**src/rtl/branch_pc_unit.sv**
```systemverilog
// Fetch PC generator with branch/jump redirect, one-cycle wrong-path flush,
// hazard stall hold and a count of redirects taken.
module branch_pc_unit #(
    parameter logic [15:0] RESET_PC = 16'h0000
) (
    input  logic        clk,
    input  logic        rst,
    input  logic        stall,
    input  logic [15:0] id_pc,
    input  logic        br_valid,
    input  logic        cond_true,
    input  logic        br_uncond,
    input  logic [15:0] br_offset,
    input  logic        jr_valid,
    input  logic [15:0] jr_target,
    output logic [15:0] pc,
    output logic [15:0] pc_plus1,
    output logic        flush,
    output logic [15:0] taken_cnt
);

    // state | meaning
    // RUN   | normal fetch, redirect requests from ID are evaluated
    // FLUSH | instruction in IF/ID is wrong-path; requests ignored, flush=1
    typedef enum logic {RUN = 1'b0, FLUSH = 1'b1} state_t;

    state_t      state, state_next;
    logic [15:0] pc_next;
    logic [15:0] cnt_next;
    logic        redirect;
    logic [15:0] target;

    always_ff @(posedge clk or negedge rst) begin
        if (!rst) begin
            state     <= RUN;
            pc        <= RESET_PC;
            taken_cnt <= 16'h0000;
        end else begin
            state     <= state_next;
            pc        <= pc_next;
            taken_cnt <= cnt_next;
        end
    end

    always_comb begin
        redirect   = 1'b0;
        target     = pc_plus1;
        state_next = state;
        pc_next    = pc;
        cnt_next   = taken_cnt;
        if (state == RUN && !stall) begin
            if (jr_valid) begin
                redirect = 1'b1;
                target   = jr_target;
            end else if (br_uncond || (br_valid && cond_true)) begin
                redirect = 1'b1;
                target   = id_pc + 16'd1 + br_offset;
            end
        end
        // stall freezes everything, including a pending FLUSH
        if (!stall) begin
            if (redirect) begin
                state_next = FLUSH;
                pc_next    = target;
                cnt_next   = taken_cnt + 16'd1;
            end else begin
                state_next = RUN;
                pc_next    = pc_plus1;
            end
        end
    end

    always_comb begin
        pc_plus1 = pc + 16'd1;
        flush    = (state == FLUSH);
    end

endmodule
```
**config.mk**
```make
export PLATFORM = sky130hd
export DESIGN_NAME = branch_pc_unit
export DESIGN_NICKNAME = d
export VERILOG_FILES = /design/src/rtl/branch_pc_unit.sv
export SDC_FILE = /design/constraint.sdc
export NUM_CORES = 1
export LEC_CHECK = 0
export ABC_AREA = 1
export BUFFER_PORTS_ARGS = -buffer_cell sky130_fd_sc_hd__buf_2
export CELL_PAD_IN_SITES_DETAIL_PLACEMENT = 0
export CELL_PAD_IN_SITES_GLOBAL_PLACEMENT = 1
export CORE_UTILIZATION = 37
export CTS_CLUSTER_SIZE = 28
export DETAILED_ROUTE_END_ITERATION = 6
export GPL_TIMING_DRIVEN = 0
export PLACE_DENSITY = 0.85
export SYNTH_ARGS = -nofsm -noshare
export SYNTH_HDL_FRONTEND = slang
export SYNTH_SLANG_ARGS = --single-unit
export TNS_END_PERCENT = 1
```
**constraint.sdc**
```tcl
create_clock -name clk -period 3.24 [get_ports clk]
set_input_delay 0.972 -clock clk [delete_from_list [all_inputs] [get_ports clk]]
set_output_delay 0.972 -clock clk [all_outputs]
set_load 0.01 [all_outputs]
```
==> metrics.md <==
| Metric | Value |
|---|---|
| Post-Route WL | `8140 um` |
| Syn Area/Cell | `6.47 um2` |
| Switch share | `44.9%` |
| Clock Power Share | `17.1%` |
| DRT antenna net count | `0` |
| Post-synth net total | `538` |
| Gate Count Post-Synth | `465` |
| HPWL after detailed placement | `6580 um` |
| Final Slew Violations | `0` |
| Startpoint types | `flip-flop` |
| Combinational Power Share | `46.2%` |
| Residual DRC | `0` |
| Max frequency | `353 MHz` |
| Overall power | `1.84 mW` |
| Critical Path End Type | `primary output` |
| RSZ-0062 raised after global routing | `no` |
| P_leak | `2.14 nW` |
| Min Hold Slack | `0.487 ns` |
| Register bit count reported by yosys | `33` |
| Pin count of the biggest net entering global routing | `34` |
| Pwr dens | `494 mW/mm2` |
| Status | `finished, final reports clean` |
| Core Area | `0.00781 mm2` |
| Crit Path Category | `flip-flop to primary output` |
| Critical-path cell list | `ha_1 -> nand2_1 -> nor3_1 -> nand3_1 -> xnor2_2 -> buf_2` |
| Final net count | `646` |
| Sink Count | `33` |
| TritonCTS Buffers | `5` |
| Initial antenna violation count | `0` |
| Crit-path max FO | `4` |
| Syn Std Cell Area | `0.00301 mm2` |
| Setup TNS | `0 ns` |
| Fin crit share | `87.5%` |
| Initial Util | `38.6%` |
| P_int | `1.02 mW` |
| Clk pin slew, worst setup/hold paths | `0.07 ns` |
| Hold Crit Class | `flip-flop to flip-flop` |
| Global Route Usage Sum | `20.3%` |
| Worst vdd ir | `0.327 mV` |
| Die Area | `0.00850 mm2` |
| Global-route wire length before repair | `13,700 um` |
| CP peak stage delay | `0.41 ns` |
| Fill cells | `868` |
| Worst EP required | `2.27 ns` |
| Vias per std cell | `4.70` |
| Clock skew | `0.00574 ns` |
| Post-layout min period | `2.83 ns` |
| WL/cell | `12.0 um` |
| Sequential cell area | `826 um2` |
| Sequential area share after synthesis | `27.4%` |
| GP Congestion | `0.867` |
| Yosys cell types | `34` |
| Post-CTS setup buffer count | `0` |
| Vias in the first global route | `2,866` |
| Root buf cell | `clkbuf_8` |
| Layout cells sized above 1 | `23.3%` |
| # setup viols final | `0` |
| Area growth syn-to-layout | `23.9%` |
| Headroom to the max-slew limit | `49.3%` |
| Buffers added on ports | `101` |
| Slowest cell on crit path | `dfrtp_1` |
| Diode count | `0` |
| Multi-input logic area | `0.00189 mm2` |
| Slew of the pin with the lowest slew margin | `0.761 ns` |
| Quantity of gates resized following cts | `0` |
| CTS H-tree lvls | `2` |
| Sw Pwr | `0.827 mW` |
| Yosys Warn Count | `0` |
| DRT iter0 DRCs | `176` |
| Maxcap violations | `0` |
| Fin. Hold Viols | `0` |
| Max clock buf depth | `2` |
| Drt pass-1 iters | `4` |
| Flop pwr share | `36.7%` |
| CTS tree | `built` |
| I/O Pins | `104` |
| Vias | `3,174` |
| Critical Path AT | `1.86 ns` |
| Chip width | `92.2 um` |
| Gr ovfl total | `0` |
| Std cell rows | `32` |
| Clock Latency Late Sink | `0.29 ns` |
| Die H | `92.2 um` |
| Cts hold-fix bufs | `0` |
state kept, by name, summed over array words and instances, names as in the netlist:
name       count
pc            16
taken_cnt     16
flush          1
logic make-up (layout without fill, tap and decap cells):
| kind of cell | count (synthesis) | after routing | synth area share [%] |
|---|---|---|---|
| xor+xnor | 25 | 25 | 7.77 |
| fa+ha+maj | 18 | 18 | 7.73 |
| flops | 33 | 33 | 27.4 |
| compound gates | 40 | 40 | 7.52 |
| simple gates | 275 | 275 | 39.9 |
| buf+inv | 74 | 183 | 9.64 |
metrics by stage:
step,utilization (%),std cells,worst slack (ns),instance area (um2)
2_1_floorplan,-,465,0.899,3010
3_3_place_gp,46.7,668,0.605,3640
3_5_place_dp,46.7,668,0.597,3640
4_1_cts,47.8,676,0.391,3730
5_1_grt,47.8,676,0.265,3730
6_report,47.8,676,0.406,3730
worst max-delay path, delay by kind of cell (launching register included):
| family | cells | cell delay [ns] |
|---|---|---|
| XOR/XNOR | 1 | 0.18 |
| adder cells (fa/ha/maj) | 1 | 0.20 |
| buffers and inverters | 1 | 0.16 |
| flip-flops | 1 | 0.41 |
| AND/OR/NAND/NOR | 3 | 0.62 |
power groups by stage:
stage / Sequential (mW) / Clock, mW / Combinational (mW)
global route: 0.698 / 0.344 / 0.961
finish: 0.676 / 0.315 / 0.852
CTS: 0.674 / 0.325 / 0.860
global placement: 0.679 / 0 / 0.846
floorplan: 0.709 / 0 / 0.488
detailed placement: 0.681 / 0 / 0.855
final cells by class:
type	instances	share of cell area, %
Clock buffer	5	1.85
Timing Repair Buffer	101	13.6
Multi-Input combinational cell	358	50.8
Clock inverter	3	0.470
Inverter	67	6.74
Buffer	7	1.04
Sequential cell	33	22.1
Tap cell	102	3.42
worst paths after layout:
kind / startpoint / endpoint / slack (ns) / cells past startpoint
max: pc[1] / pc_plus1[14] / 0.41 / 6
min: taken_cnt[14] / taken_cnt[14] / 0.49 / 1
max reg2reg: pc[1] / pc[14] / 1.51 / 7
min reg2reg: taken_cnt[14] / taken_cnt[14] / 0.49 / 1
max in group asynchronous: rst / pc[2] / 2.01 / 1
min in group asynchronous: rst / taken_cnt[9] / 0.75 / 1
synthesized netlist by cell type, drive strengths merged:
master	n	share of area, %
and2	3	0.71
nand3b	4	1.0
buf	5	1.0
clkbuf	2	0.25
nand4	9	1.9
clkinv	2	0.25
o21ai	10	1.7
xnor2	10	3.2
nor2	32	4.9
o221ai	1	0.29
inv	65	8.1
dfrtp	33	27
ha	17	7.1
a21oi	20	3.3
a22oi	6	1.5
nand2	185	23
nand3	33	6.0
nor4	1	0.42
nor3	8	1.9
xor2	15	4.6
fa	1	0.67
o211ai	3	0.75
layer usage:
| metal | track usage, % | share of wire, % |
|---|---|---|
| met1 | 29.8 | 50 |
| met2 | 30.9 | 42 |
| met3 | 3.40 | 6.4 |
| met4 | 5.08 | 0.87 |
| met5 | 0 | 0 |
placed cells by master (no fill, tap or decap), types with 6 or more instances in the layout:
| cell type | count |
|---|---|
| nor2_1 | 25 |
| nand2_1 | 184 |
| o21ai_0 | 8 |
| xnor2_1 | 9 |
| nand3_1 | 30 |
| nand4_1 | 9 |
| nor3_1 | 6 |
| a22oi_1 | 6 |
| buf_2 | 105 |
| inv_1 | 62 |
| a21oi_1 | 20 |
| ha_1 | 17 |
| xor2_1 | 14 |
| dfrtp_1 | 33 |
(Power assumes the default switching activity.)
